**config.mk**
```make
export PLATFORM = sky130hd
export DESIGN_NAME = instruction_fetch_unit
export DESIGN_NICKNAME = d
export VERILOG_FILES = /design/src/rtl/instruction_fetch_unit_pkg.sv /design/src/rtl/fetch_queue.sv /design/src/rtl/increment.sv /design/src/rtl/quick_decoder.sv /design/src/rtl/instruction_fetch_unit.sv
export SDC_FILE = /design/constraint.sdc
export NUM_CORES = 1
export LEC_CHECK = 0
export ABC_AREA = 0
export CAP_MARGIN = 5
export CORE_ASPECT_RATIO = 1.1
export CORE_MARGIN = 2
export CORE_UTILIZATION = 56
export CTS_CLUSTER_SIZE = 14
export DETAILED_ROUTE_END_ITERATION = 6
export GPL_TIMING_DRIVEN = 0
export PLACE_DENSITY = 0.8
export SYNTH_ARGS = -nofsm -noshare
export SYNTH_HDL_FRONTEND = slang
export SYNTH_SLANG_ARGS = --single-unit
```
**constraint.sdc**
```tcl
create_clock -name clk_i -period 16.1 [get_ports clk_i]
set_input_delay 4.83 -clock clk_i [delete_from_list [all_inputs] [get_ports clk_i]]
set_output_delay 4.83 -clock clk_i [all_outputs]
set_load 0.03 [all_outputs]
```
**src/rtl/instruction_fetch_unit_pkg.sv**
```systemverilog
// Shared constants and types for the fetch unit: pre-decode encodings and entry widths.
package instruction_fetch_unit_pkg;
    localparam int INSTR_W = 32;
    localparam int BJ_W    = 2;
    localparam int IMM_W   = 3;
    localparam int META_W  = INSTR_W + BJ_W + IMM_W;  // entry bits beyond the PC

    // Branch/jump pre-decode op
    localparam logic [BJ_W-1:0] BRANCH_JUMP_NOP = 2'b00;
    localparam logic [BJ_W-1:0] BJ_BRANCH       = 2'b01;
    localparam logic [BJ_W-1:0] BJ_JAL          = 2'b10;
    localparam logic [BJ_W-1:0] BJ_JALR         = 2'b11;

    // Immediate format select
    localparam logic [IMM_W-1:0] IMM_SRC_NOP = 3'b000;
    localparam logic [IMM_W-1:0] IMM_SRC_I   = 3'b001;
    localparam logic [IMM_W-1:0] IMM_SRC_S   = 3'b010;
    localparam logic [IMM_W-1:0] IMM_SRC_B   = 3'b011;
    localparam logic [IMM_W-1:0] IMM_SRC_U   = 3'b100;
    localparam logic [IMM_W-1:0] IMM_SRC_J   = 3'b101;

    typedef struct packed {
        logic [BJ_W-1:0]  bj_op;
        logic [IMM_W-1:0] imm_src;
    } predecode_t;
endpackage

```
**src/rtl/fetch_queue.sv**
```systemverilog
// Synchronous FIFO with flush; head data reads as zero when empty.
module fetch_queue #(
    parameter int WIDTH = 67,
    parameter int DEPTH = 4,
    localparam int PW = $clog2(DEPTH),
    localparam int LW = PW + 1
) (
    input  logic             clk_i,
    input  logic             rst_i,
    input  logic             flush_i,
    input  logic             push_i,
    input  logic             pop_i,
    input  logic [WIDTH-1:0] wdata_i,
    output logic [WIDTH-1:0] rdata_o,
    output logic             valid_o,
    output logic [LW-1:0]    level_o
);
    logic [WIDTH-1:0] mem_q [DEPTH];
    logic [PW-1:0]    head_q, tail_q;
    logic [LW-1:0]    level_q;
    logic             do_push, do_pop;

    // Pop on empty is ignored; push on full only when a pop frees the slot
    assign do_pop  = pop_i & (level_q != '0);
    assign do_push = push_i & ((level_q < LW'(DEPTH)) | do_pop);

    // Storage, pointers and occupancy; flush drops contents and any same-cycle push
    always_ff @(posedge clk_i or posedge rst_i) begin
        if (rst_i) begin
            for (int i = 0; i < DEPTH; i++) mem_q[i] <= '0;
            head_q  <= '0;
            tail_q  <= '0;
            level_q <= '0;
        end else if (flush_i) begin
            head_q  <= '0;
            tail_q  <= '0;
            level_q <= '0;
        end else begin
            if (do_push) begin
                mem_q[tail_q] <= wdata_i;
                tail_q        <= tail_q + PW'(1);
            end
            if (do_pop) head_q <= head_q + PW'(1);
            case ({do_push, do_pop})
                2'b10:   level_q <= level_q + LW'(1);
                2'b01:   level_q <= level_q - LW'(1);
                default: ;
            endcase
        end
    end

    assign valid_o = (level_q != '0);
    assign level_o = level_q;
    assign rdata_o = valid_o ? mem_q[head_q] : '0;
endmodule

```
**src/rtl/increment.sv**
```systemverilog
// Unsigned +1 with wrap; carry out is dropped.
module increment #(
    parameter int DATA_WIDTH = 30
) (
    input  logic [DATA_WIDTH-1:0] in_i,
    output logic [DATA_WIDTH-1:0] out_o
);
    assign out_o = in_i + DATA_WIDTH'(1);
endmodule

```
**src/rtl/quick_decoder.sv**
```systemverilog
// Combinational pre-decode of the RV32 major opcode (instr[6:2]).
module quick_decoder
    import instruction_fetch_unit_pkg::*;
(
    input  logic [4:0]  opcode_i,
    output predecode_t  pd_o
);
    // Map major opcode to branch/jump class and immediate format
    always_comb begin
        pd_o.bj_op   = BRANCH_JUMP_NOP;
        pd_o.imm_src = IMM_SRC_NOP;
        case (opcode_i)
            5'b11000: begin pd_o.bj_op = BJ_BRANCH; pd_o.imm_src = IMM_SRC_B; end
            5'b11011: begin pd_o.bj_op = BJ_JAL;    pd_o.imm_src = IMM_SRC_J; end
            5'b11001: begin pd_o.bj_op = BJ_JALR;   pd_o.imm_src = IMM_SRC_I; end
            5'b00000,
            5'b00100: pd_o.imm_src = IMM_SRC_I;   // load, op-imm
            5'b01000: pd_o.imm_src = IMM_SRC_S;   // store
            5'b01101,
            5'b00101: pd_o.imm_src = IMM_SRC_U;   // lui, auipc
            default:  ;
        endcase
    end
endmodule

```
**src/rtl/instruction_fetch_unit.sv**
```systemverilog
// Fetch stage: PC generation, I-cache request, pre-decode and fetch queue.
module instruction_fetch_unit
    import instruction_fetch_unit_pkg::*;
#(
    parameter int          ADDR_WIDTH   = 32,
    parameter int          QUEUE_DEPTH  = 4,
    parameter logic [31:0] RESET_VECTOR = 32'h0000_0000,
    localparam int AW = ADDR_WIDTH - 2,
    localparam int LW = $clog2(QUEUE_DEPTH) + 1
) (
    input  logic              clk_i,
    input  logic              rst_i,
    output logic [AW-1:0]     cache_address_o,
    output logic              cache_req_o,
    input  logic [INSTR_W-1:0] cache_data_i,
    input  logic              cache_blocking_n_i,
    input  logic              stall_i,
    input  logic              branching_i,
    input  logic [AW-1:0]     branch_target_i,
    output logic              valid_o,
    output logic [AW-1:0]     pc_o,
    output logic [INSTR_W-1:0] instr_o,
    output logic [BJ_W-1:0]   branch_jump_op_o,
    output logic [IMM_W-1:0]  imm_src_o,
    output logic [LW-1:0]     level_o
);
    localparam int EW = AW + META_W;

    logic [AW-1:0] pc_q, pc_d, pc_inc;
    logic          pop, push;
    predecode_t    pd;
    logic [EW-1:0] wentry, rentry;

    assign pop         = valid_o & ~stall_i;
    assign cache_req_o = ~branching_i & ((level_o < LW'(QUEUE_DEPTH)) | pop);
    assign push        = cache_req_o & cache_blocking_n_i;

    quick_decoder u_qdec (
        .opcode_i (cache_data_i[6:2]),
        .pd_o     (pd)
    );

    increment #(.DATA_WIDTH(AW)) u_inc (
        .in_i  (pc_q),
        .out_o (pc_inc)
    );

    assign wentry = {pc_q, cache_data_i, pd.bj_op, pd.imm_src};

    fetch_queue #(.WIDTH(EW), .DEPTH(QUEUE_DEPTH)) u_fq (
        .clk_i   (clk_i),
        .rst_i   (rst_i),
        .flush_i (branching_i),
        .push_i  (push),
        .pop_i   (pop),
        .wdata_i (wentry),
        .rdata_o (rentry),
        .valid_o (valid_o),
        .level_o (level_o)
    );

    assign {pc_o, instr_o, branch_jump_op_o, imm_src_o} = rentry;

    // Next PC: redirect wins, otherwise advance only when a fetched word is accepted
    always_comb begin
        pc_d = pc_q;
        if (branching_i) pc_d = branch_target_i;
        else if (push)   pc_d = pc_inc;
    end

    // PC register
    always_ff @(posedge clk_i or posedge rst_i) begin
        if (rst_i) pc_q <= RESET_VECTOR[ADDR_WIDTH-1:2];
        else       pc_q <= pc_d;
    end

    assign cache_address_o = pc_q;
endmodule

```
Word-level counts from Yosys, hierarchy flattened
Cells that the tools add are included.
{"block": "classes", "add_sub_neg": 5, "n_mux": 17, "n_bitwise": 11, "n_lt_le_gt_ge": 4, "n_eq_ne": 9, "reduce_logical": 10}
{"cell": "bitwise mux 268 bit", "count": 1}
{"cell": "2-to-1 mux 67 bit", "count": 4}
{"cell": "binary-select mux 67 bit (select 2 bit)", "count": 1}
{"cell": "demux 67 bit (select 2 bit)", "count": 1}
{"cell": "2-to-1 mux 30 bit", "count": 2}
{"cell": "adder 30 x 1 -> 30 bit (second input constant)", "count": 1}
{"cell": "equality test 5 bit (second input constant)", "count": 3}
{"cell": "one-hot mux 3 bit (5 select lines)", "count": 1}
{"cell": "equality test 5 x 3 -> 1 bit (second input constant)", "count": 2}
{"cell": "equality test 5 x 4 -> 1 bit (second input constant)", "count": 2}
{"cell": "2-to-1 mux 2 bit", "count": 4}
{"cell": ">= comparator 3 bit (second input constant)", "count": 2}
{"cell": "inverter 2 -> 3 bit", "count": 2}
{"cell": "one-hot mux 2 bit (3 select lines)", "count": 1}
{"cell": "one-hot mux 3 bit (2 select lines)", "count": 1}
{"cell": "nonzero test 2 bit", "count": 3}
{"cell": "nonzero test 3 bit", "count": 2}
{"cell": "bitwise AND 1 bit", "count": 5}
{"cell": "zero test 5 bit", "count": 1}
{"cell": "adder 2 x 1 -> 2 bit (second input constant)", "count": 2}
{"cell": "adder 3 x 1 -> 3 bit (second input constant)", "count": 1}
{"cell": "< comparator 3 x 1 -> 1 bit (second input constant)", "count": 1}
{"cell": "< comparator 3 bit (second input constant)", "count": 1}
{"cell": "2-to-1 mux 3 bit", "count": 1}
{"cell": "other kinds (9)", "count": 11}
{"block": "word_totals", "input_bits": 67, "out_inout_bits": 102, "elab_cells": 64, "ff_bits": 305}

Longest topological paths before layout
{"block": "logic_depth", "ltp_word": 9, "mapped_depth": 9, "ltp_nobuf": 7}

Modules after synthesis
A second synthesis with hierarchy kept.
{"block": "hier_totals", "cells_unflattened": 983, "area_unflattened_um2": 15245.9}
{"module": "fetch_queue", "seq_area_each_um2": 6881.6, "area_each_um2": 12799.8, "cells_per_inst": 786, "n_inst": 1}
{"module": "instruction_fetch_unit", "seq_area_each_um2": 750.7, "area_each_um2": 1806.7, "cells_per_inst": 105, "n_inst": 1}
{"module": "increment", "seq_area_each_um2": 0.0, "area_each_um2": 565.5, "cells_per_inst": 81, "n_inst": 1}
{"module": "quick_decoder", "seq_area_each_um2": 0.0, "area_each_um2": 73.8, "cells_per_inst": 11, "n_inst": 1}

Least setup slack after synthesis
Ideal clock, no wire load.
{"block": "synth_path", "path_kind": "input -> output", "startpoint": "in branching_i", "endpoint": "out cache_req_o", "t_arrival_ns": 5.911, "setup_slack_ns": 5.359, "n_path_buf": 3, "cell_stages": 4, "path_cell_list": "clkbuf_1 > clkbuf_1 > buf_1 > a21oi_1"}
{"block": "synth_between", "elab_chain_len": 2}
{"item": "start: declaration", "line": "instruction_fetch_unit.sv:18", "source": "input logic branching_i,"}
{"item": "inverter 1 bit (no source line)"}
{"item": "bitwise AND 1 bit", "line": "instruction_fetch_unit.sv:35", "source": "assign cache_req_o = ~branching_i & ((level_o < LW'(QUEUE_DEPTH)) | pop);"}
{"item": "end: declaration", "line": "instruction_fetch_unit.sv:14", "source": "output logic cache_req_o,"}
No other way between the ends.

Worst setup path after layout
Ends and elaborated chain as after synthesis.

==> out/results.tsv <==
metric	value	unit
status	finished clean	
num_vias	9569	
place_ws	3850	ps
synth_top_area_share	53.7	%
finClkSkew	25.3	ps
gp_congestion	0.888	
use_met2	43.1	%
detailedRoute.firstPassIterationCount	7	
yosysSeqAreaShare	53.7	%
p_leak	7.41	nW
synthSimpleGateAreaFrac	8.92	%
path_clk_slew	60	ps
p_per_area	171	nW/um^2
max_freq	0.0812	GHz
cts_resized	0	
cts_tree	yes	
synth_top_family_by_area	multiplexers	
hpwlAfterDp	22600	um
cts_buffers	34	
critPathTopFamily	buffers and inverters	
end_kind	primary output	
arrival	7480	ps
htreeDepth	2	
p_sw	0.941	mW
maxSlewHeadroom	29.5	%
grt_max_degree	136	
antenna_found_initial	0	
synth_cell_types	50	
p_int	2.05	mW
synth_xor_area_share	0.616	%
grt_pass1_wl	55000	um
num_io_pins	169	
dpl_cell_area	16300	um^2
die_h	171	um
finalSetupViolations	0	
cts_buffer_depth	3	
synth_nets	1130	
synth_edf_count	0	
num_rows	61	
post-route-cell-area	17400	um^2
wl	34100	um
fill_cells	1731	
final_layout_size_suffix_gt1_share	29.9	%
grt_overflow	0	
ys_top_cells_by_count	305 x dfrtp_1, 228 x mux2_2, 70 x nand2_1	
synth-main-ff-cell	dfrtp_1	
insertion_delay	520	ps
nNetsFinal	1331	
tightest_slew	1060	ps
hold_viol_final	0	
cp_max_fo	10	
postLayoutCoreUtil	69.5	%
fin_crit	12310	ps
fin_ws	3790	ps
crit_path_cell_trace	clkdlybuf4s50_1 > clkbuf_1 > clkbuf_1 > buf_1 > a21oi_1 > clkdlybuf4s50_1	
syn_area_per_cell	13.4	um^2
pwr-share-clk	26.2	%
worstPathRequired	11270	ps
synthCells	1057	
holdWs	482	ps
synth_compound_gate_area_share	4.52	%
grt_pass1_vias	10100	
post-cts-setup-buffer-count	0	
cts.sinks	305	
cp_num_buf_inv	5	
synth.most_common_cell	dfrtp_1	
ant_nets	0	
port_buffers	163	
yosysTopAreaCell	dfrtp_1	
initial_core_util	56.6	%
yosysWarnings	0	
synthesis.area	14200	um^2
vias_per_cell	5.99	
die_area	26700	um^2
groute.layer.met3.usage	5.09	%
min_path_type	reg2reg	
drc	0	
yosys-top-cells-area	dfrtp_1 54%, mux2_2 18%, mux4_2 11%, and2_1 3.0%, o21ai_0 2.1%	
synth_fa_ha_area_share	0.581	%
seqPwrFrac	39.5	%
cpPeakStageDelay	630	ps
wl_per_cell	21.3	um
fp.dieW	156	um
track_usage	26.4	%
combPwrFrac	34.3	%
antenna_cells	0	
cts-root-buf	clkbuf_16	
hold_buffers	0	
cp-start-kind	input pin	
rsz0062_at_grt	false	
drt-initial-drc-count	607	
muxShareOfSynthArea	28.8	%
cp_slowest_cell	clkdlybuf4s50_1	
finalCritPeriodShare	76.4	%
ys_seq_elements	305	
max_cap_viol_count	0	
worstSetupPathType	in2out	
gr-usage-met1	36.7	%
area_growth	22.8	%
ir_drop	0.128	mV
core_area	25100	um^2
ys_async_sr_fraction	100	%
slew_viol_final	0	
top_usage_layer	met2	
sw_frac_of_total	31.5	%
registers in the layout (all words and copies together), names as in the netlist:
signal,flops
u_fq.level_o,3
u_fq.tail_q,2
u_fq.head_q,2
u_fq.mem_q,268
cache_address_o,30
metal layers:
metal  share of wire, %  wire [um]
met1                 42      14300
met2                 49      16700
met3                6.4       2170
met4                2.7        936
met5                  0          0
final cells by class:
class	count	area, um^2	area share (%)
flip-flops and latches	305	7630	43.8
inverters	13	56.3	0.323
plain buffers	84	362	2.07
multi-input cells	655	6170	35.4
clock inverters	8	92.6	0.531
well taps	315	394	2.26
clock buffers	53	1050	6.03
repair buffers	165	1690	9.67
final timing paths:
check                           startpoint             endpoint  slack [ps]  cells after the start
setup / recovery               branching_i          cache_req_o        3790                      6
hold / removal             u_fq.mem_q[123]      u_fq.mem_q[123]         480                      2
max in group asynchronous            rst_i  cache_address_o[16]       10220                      3
hold reg to reg            u_fq.mem_q[123]      u_fq.mem_q[123]         480                      2
min in group asynchronous            rst_i      u_fq.mem_q[227]        4820                      2
setup reg to reg           u_fq.level_o[2]  cache_address_o[26]       13430                      7
kinds of logic after synthesis:
family / count (synthesis)
buffers and inverters: 97
xor gates and xnor gates: 10
DFF: 305
and+or+nand+nor: 236
AOI/OAI and AO/OA: 107
adders and majority gates: 6
muxes: 296
power by group through the flow:
stage	Clock, mW	Combinational (mW)	Sequential [mW]
floorplan	0	0.701	1.16
global placement	0	1.00	1.17
detailed placement	0	1.03	1.19
CTS	0.792	1.04	1.18
global route	0.826	1.10	1.21
finish	0.782	1.02	1.18
worst min-delay path: cells and delay by family, from the launching register on:
kind / cells / cell delay [ps]
flip-flops: 1 / 340
AO/OA/AOI/OAI: 1 / 60
AND/OR/NAND/NOR: 1 / 40
through the flow:
step	total power, mW	instances	TNS (ps)
finish	2.99	1598	0
floorplan	1.86	1057	0
detailed placement	2.21	1537	0
global route	3.14	1598	0
CTS	3.01	1598	0
global placement	2.17	1535	-208930
cells in the final DEF (no fill, tap or decap), drive strengths merged, types with 3 or more instances in the layout:
cell           instances
o31ai                 10
or3                    7
nand4                 11
nor3                   6
nor2b                  4
xor2                   4
a31oi                 13
o311ai                 4
and2                  68
buf                   48
dfrtp                305
mux2                 228
or2                    5
and4                   4
nand2                 70
mux4                  67
nor2                  22
o21ai                 59
clkinv                 3
a21oi                  7
nor4                   5
clkbuf                91
or4                   10
clkdlybuf4s50        163
nand3                 16
ha                     5
inv                   16
xnor2                  6
Power figures use the tool's default switching activity.
